`src/rtl/mdu_pkg.sv`:
```
// mdu_pkg: shared op encodings, FSM state constants and defaults for the multiply/divide unit.
package mdu_pkg;

    typedef enum logic [1:0] {
        OP_MULT  = 2'b00,
        OP_MULTU = 2'b01,
        OP_DIV   = 2'b10,
        OP_DIVU  = 2'b11
    } op_e;

    localparam logic [1:0] IDLE = 2'd0;
    localparam logic [1:0] CALC = 2'd1;
    localparam logic [1:0] FIX  = 2'd2;
    localparam logic [1:0] DONE = 2'd3;

    localparam int DEF_DATA_WIDTH = 32;
    localparam int DEF_ITER_CNT_W = 6;

    localparam logic [DEF_DATA_WIDTH-1:0] DIV0_QUOTIENT = '1;

endpackage

```
`src/rtl/mult_div_unit_if.sv`:
```
// mult_div_unit_if: request, move and result signals of the multiply/divide unit.
// MDU_DIV0_FLAG_EN adds the div_zero result flag.
interface mult_div_unit_if #(
    parameter int DATA_WIDTH = 32
);
    logic                  start;
    logic [1:0]            op;
    logic [DATA_WIDTH-1:0] src_a;
    logic [DATA_WIDTH-1:0] src_b;
    logic                  mthi;
    logic                  mtlo;
    logic [DATA_WIDTH-1:0] wr_data;
    logic                  busy;
    logic                  done;
    logic [DATA_WIDTH-1:0] hi;
    logic [DATA_WIDTH-1:0] lo;
`ifdef MDU_DIV0_FLAG_EN
    logic                  div_zero;
`endif

    modport master (
        output start, op, src_a, src_b, mthi, mtlo, wr_data,
        input  busy, done, hi, lo
`ifdef MDU_DIV0_FLAG_EN
        , input div_zero
`endif
    );

    modport slave (
        input  start, op, src_a, src_b, mthi, mtlo, wr_data,
        output busy, done, hi, lo
`ifdef MDU_DIV0_FLAG_EN
        , output div_zero
`endif
    );

endinterface

```
`src/rtl/mdu_iter_core.sv`:
```
// mdu_iter_core: radix-2 shift-add multiply / restoring divide step on unsigned magnitudes.
// acc_hi:acc_lo holds product halves for multiply, remainder:quotient for divide.
module mdu_iter_core #(
    parameter int W = 32
) (
    input  logic         clk,
    input  logic         rst,
    input  logic         load,
    input  logic         step,
    input  logic         is_div,
    input  logic [W-1:0] a,
    input  logic [W-1:0] b,
    output logic [W-1:0] acc_hi,
    output logic [W-1:0] acc_lo
);
    logic [W-1:0] d;
    logic [W:0]   sum;
    logic [W:0]   sh;
    logic [W-1:0] diff;
    logic         ge;

    always_comb begin
        sum  = {1'b0, acc_hi} + (acc_lo[0] ? {1'b0, d} : '0);
        sh   = {acc_hi, acc_lo[W-1]};
        ge   = sh >= {1'b0, d};
        diff = sh[W-1:0] - d;
    end

    // The multiplier (or dividend) sits in acc_lo and is consumed one bit per step.
    always_ff @(posedge clk) begin
        if (rst) begin
            d      <= '0;
            acc_hi <= '0;
            acc_lo <= '0;
        end else if (load) begin
            d      <= is_div ? b : a;
            acc_hi <= '0;
            acc_lo <= is_div ? a : b;
        end else if (step) begin
            acc_hi <= is_div ? (ge ? diff : sh[W-1:0]) : sum[W:1];
            acc_lo <= is_div ? {acc_lo[W-2:0], ge} : {sum[0], acc_lo[W-1:1]};
        end
    end

endmodule

```
`src/rtl/mult_div_unit.sv`:
```
// mult_div_unit: iterative MULT/MULTU/DIV/DIVU with architectural HI/LO and MTHI/MTLO moves.
// Define MDU_DIV0_FLAG_EN to expose the div_zero result flag.
module mult_div_unit
    import mdu_pkg::*;
#(
    parameter int DATA_WIDTH = DEF_DATA_WIDTH,
    parameter int ITER_CNT_W = DEF_ITER_CNT_W
) (
    input logic            clk,
    input logic            rst,
    mult_div_unit_if.slave bus
);
    localparam int W = DATA_WIDTH;

    logic [1:0]            state;
    logic [ITER_CNT_W-1:0] cnt;
    logic                  op_div;
    logic                  neg_a;
    logic                  neg_b;
    logic                  div0;
    logic [W-1:0]          hi_r;
    logic [W-1:0]          lo_r;
    logic [W-1:0]          acc_hi;
    logic [W-1:0]          acc_lo;
    logic [W-1:0]          a_abs;
    logic [W-1:0]          b_abs;
    logic [W-1:0]          q_fix;
    logic [W-1:0]          r_fix;
    logic [2*W-1:0]        prod_fix;
    logic                  is_div_in;
    logic                  is_signed_in;
    logic                  start_ok;

    // Dividing by zero leaves remainder == |dividend|, so r_fix restores the raw src_a.
    always_comb begin
        is_div_in    = bus.op inside {OP_DIV, OP_DIVU};
        is_signed_in = bus.op inside {OP_MULT, OP_DIV};
        start_ok     = state == IDLE && bus.start;
        a_abs        = is_signed_in && bus.src_a[W-1] ? -bus.src_a : bus.src_a;
        b_abs        = is_signed_in && bus.src_b[W-1] ? -bus.src_b : bus.src_b;
        prod_fix     = neg_a ^ neg_b ? -{acc_hi, acc_lo} : {acc_hi, acc_lo};
        q_fix        = neg_a ^ neg_b ? -acc_lo : acc_lo;
        r_fix        = neg_a ? -acc_hi : acc_hi;
    end

    mdu_iter_core #(.W(W)) u_core (
        .clk   (clk),
        .rst   (rst),
        .load  (start_ok),
        .step  (state == CALC),
        .is_div(state == IDLE ? is_div_in : op_div),
        .a     (a_abs),
        .b     (b_abs),
        .acc_hi(acc_hi),
        .acc_lo(acc_lo)
    );

    always_ff @(posedge clk) begin
        if (rst) begin
            state  <= IDLE;
            cnt    <= '0;
            op_div <= 1'b0;
            neg_a  <= 1'b0;
            neg_b  <= 1'b0;
            div0   <= 1'b0;
            hi_r   <= '0;
            lo_r   <= '0;
        end else begin
            case (state)
                IDLE: begin
                    if (bus.start) begin
                        op_div <= is_div_in;
                        neg_a  <= is_signed_in & bus.src_a[W-1];
                        neg_b  <= is_signed_in & bus.src_b[W-1];
                        div0   <= is_div_in && bus.src_b == '0;
                        cnt    <= '0;
                        state  <= CALC;
                    end else begin
                        if (bus.mthi) hi_r <= bus.wr_data;
                        if (bus.mtlo) lo_r <= bus.wr_data;
                    end
                end
                CALC: begin
                    cnt <= cnt + 1'b1;
                    if (cnt == ITER_CNT_W'(W - 1)) state <= FIX;
                end
                FIX: begin
                    if (op_div) begin
                        lo_r <= div0 ? DIV0_QUOTIENT : q_fix;
                        hi_r <= r_fix;
                    end else begin
                        {hi_r, lo_r} <= prod_fix;
                    end
                    state <= DONE;
                end
                default: state <= IDLE;
            endcase
        end
    end

    assign bus.busy = state == CALC || state == FIX;
    assign bus.done = state == DONE;
    assign bus.hi   = hi_r;
    assign bus.lo   = lo_r;
`ifdef MDU_DIV0_FLAG_EN
    assign bus.div_zero = state == DONE && div0;
`endif

endmodule

```
`src/flat_wrapper.sv`:
```
// flat-port wrapper written by rule: the top's interface ports become plain ports
module mult_div_unit_flat import mdu_pkg::*;
#(
    parameter int DATA_WIDTH = DEF_DATA_WIDTH,
    parameter int ITER_CNT_W = DEF_ITER_CNT_W
)
  (clk, rst, bus_start, bus_op, bus_src_a, bus_src_b, bus_mthi, bus_mtlo, bus_wr_data, bus_busy, bus_done, bus_hi, bus_lo);
  mult_div_unit_if #(.DATA_WIDTH(DATA_WIDTH)) bus_i ();
  input logic clk;
  input logic rst;
  input wire logic [$bits(bus_i.start)-1:0] bus_start;
  input wire logic [$bits(bus_i.op)-1:0] bus_op;
  input wire logic [$bits(bus_i.src_a)-1:0] bus_src_a;
  input wire logic [$bits(bus_i.src_b)-1:0] bus_src_b;
  input wire logic [$bits(bus_i.mthi)-1:0] bus_mthi;
  input wire logic [$bits(bus_i.mtlo)-1:0] bus_mtlo;
  input wire logic [$bits(bus_i.wr_data)-1:0] bus_wr_data;
  output wire logic [$bits(bus_i.busy)-1:0] bus_busy;
  output wire logic [$bits(bus_i.done)-1:0] bus_done;
  output wire logic [$bits(bus_i.hi)-1:0] bus_hi;
  output wire logic [$bits(bus_i.lo)-1:0] bus_lo;
  assign bus_i.start = bus_start;
  assign bus_i.op = bus_op;
  assign bus_i.src_a = bus_src_a;
  assign bus_i.src_b = bus_src_b;
  assign bus_i.mthi = bus_mthi;
  assign bus_i.mtlo = bus_mtlo;
  assign bus_i.wr_data = bus_wr_data;
  assign bus_busy = bus_i.busy;
  assign bus_done = bus_i.done;
  assign bus_hi = bus_i.hi;
  assign bus_lo = bus_i.lo;
  mult_div_unit #(.DATA_WIDTH(DATA_WIDTH), .ITER_CNT_W(ITER_CNT_W)) u_core (.clk(clk), .rst(rst), .bus(bus_i));
endmodule
```
`config.mk`:
```
export PLATFORM = sky130hd
export DESIGN_NAME = mult_div_unit_flat
export DESIGN_NICKNAME = d
export VERILOG_FILES = /design/src/rtl/mdu_pkg.sv /design/src/rtl/mult_div_unit_if.sv /design/src/rtl/mdu_iter_core.sv /design/src/rtl/mult_div_unit.sv /design/src/flat_wrapper.sv
export SDC_FILE = /design/constraint.sdc
export NUM_CORES = 1
export LEC_CHECK = 0
export CAP_MARGIN = 20
export CORE_MARGIN = 8
export CORE_UTILIZATION = 45
export DETAILED_ROUTE_END_ITERATION = 12
export GPL_ROUTABILITY_DRIVEN = 0
export PLACE_DENSITY_LB_ADDON = 0.08
export SYNTH_ARGS = -nofsm -noshare
export SYNTH_HDL_FRONTEND = slang
export SYNTH_SLANG_ARGS = --single-unit
```
`constraint.sdc`:
```
create_clock -name clk -period 3 [get_ports clk]
set_input_delay 0.6 -clock clk [delete_from_list [all_inputs] [get_ports clk]]
set_output_delay 0.6 -clock clk [all_outputs]
set_load 0.005 [all_outputs]
```
==> metrics.sh, run 1 <==
NETLIST_AREA_PRE_PLACE_MM2=0.0150
HOLD_BUFFERS=0
YOSYSSEQAREASHARE=0.229
NETS=2683
MAXCLOCKFREQUENCY_MHz=328
POWER.STATIC_LEAKAGE_nW=8.34
BOUNDARYPINS=169
FINALMAXSLEWVIOLATIONS=0
LAYOUT_WORST_PATH_CYCLE_SHARE=1.02
LAYOUT-AREA-OVERHEAD-VS-SYNTH_PCT=37.5
MAXIMUM_COUNT_OF_CLOCK_BUFFERS_ALONG_A_SINGLE_PATH=2
GLOBAL_ROUTE.USAGE.TOTAL=0.292
SWITCHINGPOWER_mW=9.85
TRITONCTS='done'
POST_SYNTH.CELL_AREA_AVG_UM2=7.07
SYNTH_EDF_COUNT=0
DRT-WIRELENGTH-PER-CELL_UM=20.4
YOSYSTOPAREACELLSHARE=0.229
POWER.COMBINATIONAL.FRACTION=0.705
NUMBER_OF_ANTENNA_VIOLATIONS_AT_THE_FIRST_CHECK_IN_GLOBAL_ROUTING=0
DETAIL_ROUTE.VIAS_PER_CELL=5.93
POST_ROUTE_CELLS_DRIVE_ABOVE_1_SHARE=0.206
SYNTH.DISTINCT_CELLS=75
ANTENNA_LEFT=0
DETAIL_ROUTE.WIRELENGTH_UM=60600
SETUP.WORST_PATH.CLASS='register to register'
YOSYSTOPAREACELL='sky130_fd_sc_hd__dfxtp_1'
SETUP_VIOL=2
NUMBER_OF_GLOBAL_ROUTE_VIAS_BEFORE_REPAIR=16200
RESULT_OF_THE_RUN='complete, but fails checks'
CTS_ROOT_BUF='sky130_fd_sc_hd__clkbuf_16'
DRC=0
PWR_DENSITY_CELL_mW_PER_MM2=972
INITIAL_UTILIZATION=0.452
WORST-ENDPOINT-REQUIRED_PS=3350
POWER.IR.VDD_WORST_mV=0.587
ANTENNA_CELLS_INSERTED=0
PORT_BUFFERS=168
YS_SEQ_ELEMENTS=172
DETAILROUTE.VIA_COUNT=17600
SWSHARE=0.491
TIMING.CRITICAL_PATH.FROM_TYPE='register'
SHARE_CLK_OF_TOTAL_POWER=0.124
FP.DIEAREA_MM2=0.0395
CLOCK_SINK_COUNT=172
FAILED_CHECKS='setup timing'
CTS_MAX_LEVEL=4
WORST_PIN_SLEW_PS=646
NUMCTSBUFFERS=17
DRT_PRE_ANTENNA_ITERS=6
TIMING.MAX_CAP.VIOLATIONS=0
POSTSYNTHCELLCOUNT=2123
SYNTH.NET_COUNT=2301
LARGEST_NET_DEGREE_AT_THE_START_OF_GLOBAL_ROUTING=67
PRE_CTS_SLACK_PS=-344
PLACE.DETAILED.HPWL_UM=47500
MOST_FREQUENT_CELL_AFTER_SYNTHESIS='sky130_fd_sc_hd__nand2_1'
CORE.ROWCOUNT=67
DRTITER0DRC=1556
RSZ0062_AT_GRT='true'
SYNTHESIS.YOSYS.WARNINGS=0
GLOBAL_ROUTE_WIRE_LENGTH_BEFORE_REPAIR_UM=90600
ARRIVAL_PS=3400
POST_SYNTH_ARST_SHARE=0
CLK_LAT_WORST_SKEW_PS=460
POSTLAYOUTSETUPSLACKWORST_PS=-48.4
SYNTHTOPCELLSBYCOUNT='sky130_fd_sc_hd__nand2_1, sky130_fd_sc_hd__a21oi_1, sky130_fd_sc_hd__nor2_1'
CRITICAL_PATH.ENDPOINT_TYPE='register'
CLKTRANSATPATHREGS_PS=80
DIE_Y_UM=199
POWER.SHARE.SEQUENTIAL=0.171
PLACED_CELLS=2919
FINAL_PERIOD_MINUS_WORST_SETUP_SLACK_PS=3050
TIMING.HOLD.WORST.CLASS='register to register'
FINALCLOCKSKEW_PS=17.2
CRIT_PATH_MAX_FANOUT=3
PLACEABLECOREAREA_MM2=0.0332
GLOBALROUTE.TOTALOVERFLOW=0
SYNTH_TOP_FLOP_CELL='sky130_fd_sc_hd__dfxtp_1'
POST_SYNTH_MAIN_AREA_CONTRIBUTORS='sky130_fd_sc_hd__dfxtp_1, sky130_fd_sc_hd__a21oi_1, sky130_fd_sc_hd__nand2_1, sky130_fd_sc_hd__xnor2_1, sky130_fd_sc_hd__ha_1'
LAYOUTNONFILLERINSTCOUNT=2966
SLEW-LIMIT-HEADROOM=0.570
INTPOWER_mW=10.2
DIE_W_UM=199
REPORT.FINAL.HOLD_VIOL_COUNT=0
-- layout by cell type, fill, tap and decap left out, types with 12 or more instances in the layout --
master and n:
sky130_fd_sc_hd__a211oi_1 39, sky130_fd_sc_hd__a21o_1 40, sky130_fd_sc_hd__a21oi_1 215, sky130_fd_sc_hd__a21oi_2 17, sky130_fd_sc_hd__a31oi_1 20, sky130_fd_sc_hd__buf_4 339, sky130_fd_sc_hd__clkbuf_16 17, sky130_fd_sc_hd__clkdlybuf4s50_1 165
sky130_fd_sc_hd__dfxtp_1 167, sky130_fd_sc_hd__ha_1 56, sky130_fd_sc_hd__inv_1 60, sky130_fd_sc_hd__mux2i_1 16, sky130_fd_sc_hd__nand2_1 273, sky130_fd_sc_hd__nand2b_1 17, sky130_fd_sc_hd__nand3_1 61, sky130_fd_sc_hd__nor2_1 205
sky130_fd_sc_hd__nor3_1 39, sky130_fd_sc_hd__nor4_1 12, sky130_fd_sc_hd__o211ai_1 87, sky130_fd_sc_hd__o21ai_0 114, sky130_fd_sc_hd__o221ai_1 34, sky130_fd_sc_hd__o31ai_1 28, sky130_fd_sc_hd__or3_1 16, sky130_fd_sc_hd__xnor2_1 109
sky130_fd_sc_hd__xor2_1 64
-- registers in the layout, summed over array words and instances, names as in the netlist --
signal	count
u_core.bus.hi	32
u_core.bus.lo	32
u_core.cnt	6
u_core.div0	1
u_core.neg_a	1
u_core.neg_b	1
u_core.op_div	1
u_core.state	2
u_core.u_core.acc_hi	32
u_core.u_core.acc_lo	32
u_core.u_core.d	32
-- final cells by class --
class,instances,area (µm²)
repair buffers,517,4400
multi-input cells,1734,11400
clock buffers,17,425
well taps,448,561
clock inverters,15,219
flip-flops and latches,172,3450
inverters,63,241
fillers,3025,12500
-- path summary, 6_finish.rpt --
| kind | slack [ps] | cells after the start | start | end |
|---|---|---|---|---|
| worst min-delay path | 450 | 2 | u_core.bus.lo[11]$_SDFFE_PP0P_ | u_core.bus.lo[11]$_SDFFE_PP0P_ |
| worst min register to register | 450 | 2 | u_core.bus.lo[11]$_SDFFE_PP0P_ | u_core.bus.lo[11]$_SDFFE_PP0P_ |
| worst max-delay path | -50 | 12 | u_core.u_core.d[0]$_SDFFE_PP0P_ | u_core.u_core.acc_hi[29]$_SDFFE_PP0P_ |
| worst max register to register | -50 | 12 | u_core.u_core.d[0]$_SDFFE_PP0P_ | u_core.u_core.acc_hi[29]$_SDFFE_PP0P_ |
-- routing by layer --
layer / wire length [µm] / GRT usage / up-vias
li1: - / - / 8463
met2: 26500 / 0.452 / 743
met5: 0 / 0 / -
met3: 4740 / 0.0423 / 120
met1: 26600 / 0.396 / 8262
met4: 2850 / 0.131 / 0
-- repair_timing --
action                                  CTS  global route
resized for setup                        21           111
pin swaps                                15            49
endpoints found under the setup margin   28            42
setup buffers                             1            13
cloned                                    1             0
-- worst max-delay path: stages, from the launching register on --
cell and delay, ps:
sky130_fd_sc_hd__dfxtp_1 320, sky130_fd_sc_hd__and2_4 160, sky130_fd_sc_hd__ha_4 160, sky130_fd_sc_hd__fa_2 350, sky130_fd_sc_hd__a21o_1 180, sky130_fd_sc_hd__a311o_1 390
sky130_fd_sc_hd__a21oi_4 210, sky130_fd_sc_hd__o211ai_1 150, sky130_fd_sc_hd__a221o_1 370, sky130_fd_sc_hd__a31o_2 220, sky130_fd_sc_hd__a21oi_2 130, sky130_fd_sc_hd__xnor2_1 80
sky130_fd_sc_hd__o221a_2 220
-- kinds of logic (layout without fill, tap and decap cells) --
kind of cell / count (synthesis) / after routing / synth area share
AOI/OAI and AO/OA: 724 / 725 / 0.310
muxes: 20 / 20 / 0.0136
adders and majority gates: 75 / 75 / 0.0635
buffers and inverters: 218 / 612 / 0.0562
and+or+nand+nor: 738 / 738 / 0.224
xor gates and xnor gates: 176 / 176 / 0.103
DFF: 172 / 172 / 0.229
-- per-stage QoR --
stage / hold slack (ps) / setup TNS (ps) / power [mW] / cell area, µm² / util
after floorplan: 432 / 0 / 11.4 / 15000 / -
after global placement: 438 / -6610 / 16.3 / 19300 / 0.581
after detailed placement: 439 / -9230 / 16.4 / 19300 / 0.581
after CTS: 453 / -95.7 / 19.1 / 20000 / 0.603
after global routing: 468 / -656 / 21.3 / 20600 / 0.622
final: 451 / -70.5 / 20.1 / 20600 / 0.622
-- power groups by stage --
stage	clock (mW)	sequential (mW)	combinational (mW)
2_1_floorplan	0	3.40	8.00
3_3_place_gp	0	3.43	12.9
3_5_place_dp	0	3.45	13.0
4_1_cts	2.50	3.40	13.2
5_1_grt	2.60	3.49	15.2
6_report	2.49	3.43	14.2
Power figures use the tool's default switching activity.
==> inputs of run 2 (changes only) <==
Settings changed: ABC_CLOCK_PERIOD_IN_PS from default to 3000, SLEW_MARGIN from default to 30.
==> results of run 2 <==
Same layout as run 1: the final DEF is identical, and so are final timing and power.
